==> config.mk <==
export PLATFORM = sky130hd
export DESIGN_NAME = multicycle_control_unit
export DESIGN_NICKNAME = d
export VERILOG_FILES = /design/src/rtl/multicycle_control_unit.sv
export SDC_FILE = /design/constraint.sdc
export NUM_CORES = 1
export LEC_CHECK = 0
export CORE_AREA = 2 2 78 80
export CTS_BUF_LIST = sky130_fd_sc_hd__clkbuf_4
export DETAILED_ROUTE_END_ITERATION = 7
export DIE_AREA = 0 0 80 82
export PLACE_DENSITY = 0.71
export SLEW_MARGIN = 40
export SYNTH_ARGS = -nofsm -noshare
export SYNTH_HDL_FRONTEND = slang
export SYNTH_SLANG_ARGS = --single-unit
export TNS_END_PERCENT = 5
==> constraint.sdc <==
create_clock -name clk -period 1.8 [get_ports clk]
set_clock_uncertainty 0.15 [all_clocks]
set_input_delay 0.45 -clock clk [delete_from_list [all_inputs] [get_ports clk]]
set_output_delay 0.45 -clock clk [all_outputs]
set_load 0.005 [all_outputs]
==> src/rtl/multicycle_control_unit.sv <==
// multicycle_control_unit: FSM controller for the shared-memory multi-cycle RV32I datapath
module multicycle_control_unit #(
    parameter int MEM_WAIT_EN = 1,
    parameter int CNT_W       = 32,
    parameter int JAL_EN      = 1
) (
    input  logic             clk,
    input  logic             rst,
    input  logic [6:0]       op,
    input  logic [2:0]       funct3,
    input  logic [6:0]       funct7,
    input  logic             zero,
    input  logic             mem_ready,
    output logic             pc_write,
    output logic             adr_src,
    output logic             mem_write,
    output logic             ir_write,
    output logic [1:0]       result_src,
    output logic [1:0]       alu_src_a,
    output logic [1:0]       alu_src_b,
    output logic [1:0]       imm_src,
    output logic [2:0]       alu_control,
    output logic             reg_write,
    output logic             illegal_instr,
    output logic [CNT_W-1:0] retired_cnt
);
    typedef enum logic [3:0] {
        FETCH, DECODE, MEMADR, MEMREAD, MEMWB, MEMWRITE,
        EXECR, EXECI, ALUWB, BEQ, JAL, ILLEGAL
    } state_t;

    localparam logic [6:0] OP_LW  = 7'b0000011;
    localparam logic [6:0] OP_SW  = 7'b0100011;
    localparam logic [6:0] OP_R   = 7'b0110011;
    localparam logic [6:0] OP_I   = 7'b0010011;
    localparam logic [6:0] OP_BEQ = 7'b1100011;
    localparam logic [6:0] OP_JAL = 7'b1101111;

    localparam logic [1:0] ALU_ADD   = 2'b00;
    localparam logic [1:0] ALU_SUB   = 2'b01;
    localparam logic [1:0] ALU_FUNCT = 2'b10;

    state_t     state, next_state;
    logic       ready;
    logic       retire;
    logic [1:0] alu_op;
    logic [2:0] funct_ctl;
    logic       unused_funct7;

    // Only funct7[5] distinguishes sub from add; the other bits are don't-care here.
    assign unused_funct7 = ^{funct7[6], funct7[4:0]};

    // With the wait handshake disabled every memory access completes in one cycle.
    assign ready = (MEM_WAIT_EN != 0) ? mem_ready : 1'b1;

    // An instruction retires when its final state hands control back to FETCH.
    assign retire = (next_state == FETCH) &&
                    (state == MEMWB || state == MEMWRITE || state == ALUWB || state == BEQ);

    // Immediate format depends only on the opcode held in IR.
    assign imm_src = (op == OP_SW)  ? 2'b01 :
                     (op == OP_BEQ) ? 2'b10 :
                     (op == OP_JAL) ? 2'b11 : 2'b00;

    // State register; reset aborts any instruction in flight.
    always_ff @(posedge clk or posedge rst) begin
        if (rst)
            state <= FETCH;
        else
            state <= next_state;
    end

    // Retired-instruction counter, wrapping naturally at its width.
    always_ff @(posedge clk or posedge rst) begin
        if (rst)
            retired_cnt <= '0;
        else if (retire)
            retired_cnt <= retired_cnt + CNT_W'(1);
    end

    // Next-state sequencing, including memory stalls and opcode dispatch.
    always_comb begin
        next_state = state;
        case (state)
            FETCH:    next_state = ready ? DECODE : FETCH;
            DECODE: begin
                if (op == OP_LW || op == OP_SW)
                    next_state = MEMADR;
                else if (op == OP_R)
                    next_state = EXECR;
                else if (op == OP_I)
                    next_state = EXECI;
                else if (op == OP_BEQ)
                    next_state = BEQ;
                else if (op == OP_JAL && JAL_EN != 0)
                    next_state = JAL;
                else
                    next_state = ILLEGAL;
            end
            MEMADR:   next_state = op[5] ? MEMWRITE : MEMREAD;
            MEMREAD:  next_state = ready ? MEMWB : MEMREAD;
            MEMWB:    next_state = FETCH;
            MEMWRITE: next_state = ready ? FETCH : MEMWRITE;
            EXECR:    next_state = ALUWB;
            EXECI:    next_state = ALUWB;
            ALUWB:    next_state = FETCH;
            BEQ:      next_state = FETCH;
            JAL:      next_state = ALUWB;
            ILLEGAL:  next_state = FETCH;
            default:  next_state = FETCH;
        endcase
    end

    // Moore datapath controls; pc_write also folds in mem_ready and the zero flag.
    always_comb begin
        pc_write      = 1'b0;
        adr_src       = 1'b0;
        mem_write     = 1'b0;
        ir_write      = 1'b0;
        result_src    = 2'b00;
        alu_src_a     = 2'b00;
        alu_src_b     = 2'b00;
        alu_op        = ALU_ADD;
        reg_write     = 1'b0;
        illegal_instr = 1'b0;
        case (state)
            FETCH: begin
                alu_src_b  = 2'b10;
                result_src = 2'b10;
                ir_write   = ready;
                pc_write   = ready;
            end
            DECODE: begin
                alu_src_a = 2'b01;
                alu_src_b = 2'b01;
            end
            MEMADR: begin
                alu_src_a = 2'b10;
                alu_src_b = 2'b01;
            end
            MEMREAD:  adr_src = 1'b1;
            MEMWB: begin
                result_src = 2'b01;
                reg_write  = 1'b1;
            end
            MEMWRITE: begin
                adr_src   = 1'b1;
                mem_write = 1'b1;
            end
            EXECR: begin
                alu_src_a = 2'b10;
                alu_op    = ALU_FUNCT;
            end
            EXECI: begin
                alu_src_a = 2'b10;
                alu_src_b = 2'b01;
                alu_op    = ALU_FUNCT;
            end
            ALUWB:    reg_write = 1'b1;
            BEQ: begin
                alu_src_a = 2'b10;
                alu_op    = ALU_SUB;
                pc_write  = zero;
            end
            JAL: begin
                alu_src_a = 2'b01;
                alu_src_b = 2'b10;
                pc_write  = 1'b1;
            end
            ILLEGAL:  illegal_instr = 1'b1;
            default:  illegal_instr = 1'b0;
        endcase
    end

    // ALU function from funct fields; sub only for R-type with funct7[5] set.
    always_comb begin
        funct_ctl = 3'b000;
        case (funct3)
            3'b000:  funct_ctl = (op[5] & funct7[5]) ? 3'b001 : 3'b000;
            3'b010:  funct_ctl = 3'b101;
            3'b110:  funct_ctl = 3'b011;
            3'b111:  funct_ctl = 3'b010;
            default: funct_ctl = 3'b000;
        endcase
    end

    // Final ALU control selection from the state-driven ALU operation.
    always_comb begin
        alu_control = (alu_op == ALU_SUB)   ? 3'b001 :
                      (alu_op == ALU_FUNCT) ? funct_ctl : 3'b000;
    end
endmodule

* Word level (Yosys, flattened, before mapping)
Cells that the tools add are included.
** Storage, ports and cells
- Bits in registers :: 36
- Output and inout port bits :: 49
** Operators by class
- $add $sub $neg :: 1
- Eq/ne operators :: 22
- Multiplexer cells :: 27
- Bitwise logic cells :: 1
- Reductions and logical operators :: 16
** Operators by type and width (number)
- $add A32 B1 Y32 const B :: 1
- $pmux W4 S6 :: 1
- $eq A4 B3 Y1 const B :: 4
- $eq A4 B4 Y1 const B :: 4
- $pmux W2 S2 :: 4
- $mux W3 :: 5
- $eq A7 B6 Y1 const B :: 2
- $eq A7 B7 Y1 const B :: 2
- $mux W4 :: 3
- $pmux W3 S4 :: 1
- $reduce_or A2 Y1 :: 5
- $eq A4 B2 Y1 const B :: 2
- $logic_not A4 Y1 :: 2
- $mux W1 :: 8
- $mux W2 :: 4
- $eq A7 B2 Y1 const B :: 1
- $eq A7 B5 Y1 const B :: 1
- $eq A3 B3 Y1 const B :: 2
- $reduce_or A3 Y1 :: 2
- $eq A4 B1 Y1 const B :: 1
- $logic_or A1 B1 Y1 :: 4
- $reduce_or A4 Y1 :: 1
- $eq A3 B2 Y1 const B :: 1
- $logic_not A3 Y1 :: 1
- 5 further kinds :: 5

* Logic depth before layout (Yosys ltp)
Gate-level depths: netlist (run 1).
- Depth after elaboration :: 9
- Gate-level depth with buffers :: 6

* Worst setup path before layout (run 1)
OpenSTA, ideal clock, no wires.
- Path kind :: register -> output
- Start :: reg state[1]
- End :: out ir_write
- Arrival :: 1263 ps
- Data required time :: 1200 ps
- Slack :: -63 ps
- Cell stages (with the launch flop) :: 5
- Path buffers :: 2
- Path through :: dfrtp_1 -> buf_2 -> buf_1 -> nor4_1 -> and2_1
** On the way
- Word-level cells in the longest chain between the ends :: 2
** Ends and longest elaborated chain
- from (decl) :: line 43 : state_t state, next_state;
- from (signal assigned) :: line 70 : state <= next_state;
- $logic_not A4 Y1 :: line 126 : case (state)
- $mux W1 :: line 126
- to (decl) :: line 17 : output logic ir_write,
No other way between the ends.

* Final worst setup path (run 1)
- Start :: reg state[3]
- End :: out pc_write
** On the way
- Word-level cells in the longest chain between the ends :: 2
- Elaborated cells between the ends (all ways) :: 4
- Classes of those cells :: eq/ne: 2; mux: 1; reduce/logical: 1
** Ends and longest elaborated chain
- $eq A4 B4 Y1 or $logic_not A4 Y1 (tied branches) :: line 126
- $pmux W1 S3 (*) :: line 126
- to (decl) :: line 14 : output logic pc_write,
Every way passes the cells marked *; elsewhere a longest branch is shown, timed or not.

==> impl_metrics.csv, run 1 <==
group,metric,value,unit
place,gp_congestion,0.797,
die,rows,28,
cells_and_area,finalNetCount,404,
timing,tightest_slew,0.338,ns
place,placed_area,3390,um2
cells_and_area,antennaDiodeCount,0,
critical_path,cp_cell_sequence,"buf_6 -> buf_6 -> and3_4 -> o21ai_1 -> a21oi_1 -> buf_2",
clocking,htree_levels,2,
synthesis,syn-cell-area,2140,um2
critical_path,crit_type,"register to output pin",
synthesis,syn-instance-count,223,
power_and_ir_drop,power,4.01,mW
synthesis,synth_area_per_cell,9.59,um2
clocking,insertion_delay,0.34,ns
cells_and_area,utilization,0.676,
timing,setup_viol,44,
critical_path,slowest_stage,"dfrtp_2",
synthesis,yosysTopAreaCellShare,0.421,
cells_and_area,drive_above_1_share,0.497,
routing,drtPass1Iterations,4,
timing,timing.slew.headroom,0.773,
run_status,violations,"negative setup slack",
cells_and_area,design_area,3880,um2
place,numPortBuffers,63,
die,core,5750,um2
timing,whs,0.310,ns
critical_path,cpMostUsedCell,"buf_6",
critical_path,max_stage_delay,0.49,ns
timing,rsz0062_at_grt,"true",
routing,wirelength,6810,um
global_route,gr-total-overflow,0,
die,die-area,6560,um2
routing,drcViolationCount,0,
synthesis,ys_seq_elements,36,
place,hpwlAfterDp,4510,um
synthesis,yosys-top-cells-area,"dfrtp_1, xnor2_1, xor2_1, nand3_1, nand2_1",
global_route,antenna_found_initial,0,
critical_path,arrival,1.56,ns
critical_path,cp_num_buf_inv,3,
synthesis,yosys.area.top_type,"dfrtp_1",
routing,viasPerCell,5.10,
clocking,clock-sinks,36,
global_route,grt_start_max_net_pins,37,
global_route,grt_pass1_wl,10900,um
routing,drt-initial-drc-count,63,
clocking,clk_path_buf_depth,2,
routing,wl_per_cell,14.9,um
cells_and_area,fillers,470,
routing,postRouteAntennaNets,0,
timing,fmax,463,MHz
clocking,cts-hold-fix-buffers,0,
timing,hold_viol_final,0,
synthesis,synth_seq_area_share,0.421,
synthesis,ys_warn_count,0,
synthesis,synth_fp_nets,245,
synthesis,yosysUniqueCellTypes,47,
routing,dr_total_vias,2332,
die,start_util,0.372,
synthesis,async_reset_ff_frac,1.00,
die,die-height,82,um
global_route,grt_pass1_vias,2393,
clocking,cts_tree,"done",
hold_path,hold_path.class,"input port to async pin",
critical_path,start_kind,"register",
run_status,outcome,"finished with violations",
timing,finalCriticalPeriod,2.16,ns
global_route,track_usage,0.211,
timing,finalCritPeriodShare,1.20,
power_and_ir_drop,p_leak,1.95,nW
critical_path,worst_path_dominant_cell_family,"flip-flops",
die,die_w,80,um
synthesis,ys.flop_type,"dfrtp_1",
timing,slew_viol_final,0,
power_and_ir_drop,cellPowerDensity,1030,nW/um2
critical_path,end_kind,"output pin",
clocking,path_clk_slew,0.10,ns
place,pre_cts_ws,-0.829,ns
clocking,cts_buffers,5,
synthesis,synth_edf_count,0,
run,drv_cap,0,
cells_and_area,syn2layout_area_growth,81.6,%
critical_path,worst-path-max-fanout,6,
clocking,clockRootBuffer,"clkbuf_4",
critical_path,cp.required,1.20,ns
timing,finalWorstSetupSlack,-0.358,ns
die,ios,70,
power_and_ir_drop,irDropWorstVdd,653,uV
[flip-flops by register name (all words and copies together), names as in the netlist]
signal,cells
retired_cnt,32
state,4
[tightest hold or removal path, cell delays in order]
cell and delay (ns):
clkdlybuf4s50_1 0.40, inv_1 0.09, buf_12 0.22
[cell usage after synthesis (all sizes together) (5+ instances only)]
master and number:
a21oi 6, buf 5, dfrtp 36, inv 5
nand2 17, nand2b 5, nand3 17, nand4 9
nor2 17, nor2b 6, nor3 12, o21ai 11
xnor2 20, xor2 14
[cell type report]
| cell class | count | area, um2 | area share |
|---|---|---|---|
| multi-input combinational | 174 | 1460 | 0.375 |
| timing repair buffer | 160 | 1360 | 0.349 |
| sequential | 36 | 908 | 0.234 |
| tap | 75 | 93.8 | 0.0242 |
| clock buffer | 6 | 45.0 | 0.0116 |
| inverter | 5 | 18.8 | 0.00483 |
| clock inverter | 1 | 5.00 | 0.00129 |
[cells in the final DEF, fill, tap and decap left out, types with 8 or more instances in the layout]
cell           synthesis  final
nand4_1                8      8
nand2_1               17     12
buf_4                  1     71
buf_2                  3     18
xor2_1                14     13
nand3_1               15     13
xnor2_1               20     19
nor2_1                17     13
buf_6                  0     24
dlygate4sd2_1          0     30
dfrtp_1               36     30
[cells by family after synthesis]
family	after synthesis	share of synthesized area
compound gates	26	0.0725
xor+xnor	34	0.139
fa+ha+maj	1	0.00585
buf+inv	13	0.0263
flops	36	0.421
mux	2	0.0105
simple gates	111	0.325
[where the power goes]
group          internal [mW]  switching (mW)  total (mW)  leakage [nW]
combinational           1.43            1.10        2.54          1.45
clock                  0.159           0.259       0.418        0.0315
sequential             0.910           0.143        1.05         0.477
total                   2.50            1.50        4.01          1.95
[repair_timing]
action,CTS,global route
setup endpoints to repair,81,56
gates cloned,0,0
gates resized for setup,184,35
buffers inserted,25,5
pin swaps,27,18
[final timing paths]
kind	from	to	slack, ns	depth (start not counted)
min in group clk	retired_cnt[31]	retired_cnt[31]	0.34	1
max	state[3]	pc_write	-0.36	6
max reg2reg	state[2]	retired_cnt[28]	-0.30	8
max in group asynchronous	rst	retired_cnt[2]	1.00	3
min	rst	retired_cnt[20]	0.31	3
min reg2reg	retired_cnt[31]	retired_cnt[31]	0.34	1
[layer usage]
metal	part of all wire	wire length, um	vias to the layer above	GRT usage
met5	0	0	-	0
met2	0.54	3660	80	0.388
met1	0.39	2670	1130	0.242
met4	0.018	124	0	0.0678
li1	-	-	1108	-
met3	0.052	352	14	0.0473
[metrics by stage]
stage / std cells / setup TNS (ns)
floorplan: 223 / -0.0228
global placement: 421 / -22.77
detailed placement: 421 / -23.59
CTS: 453 / -8.59
global route: 457 / -12.19
finish: 457 / -9.01
(Power assumes the default switching activity.)
==> inputs of run 2 (changes only) <==
SLEW_MARGIN = 20   (was 40)
==> results of run 2 <==
Same layout as run 1: the final DEF is identical, and so are final timing and power.
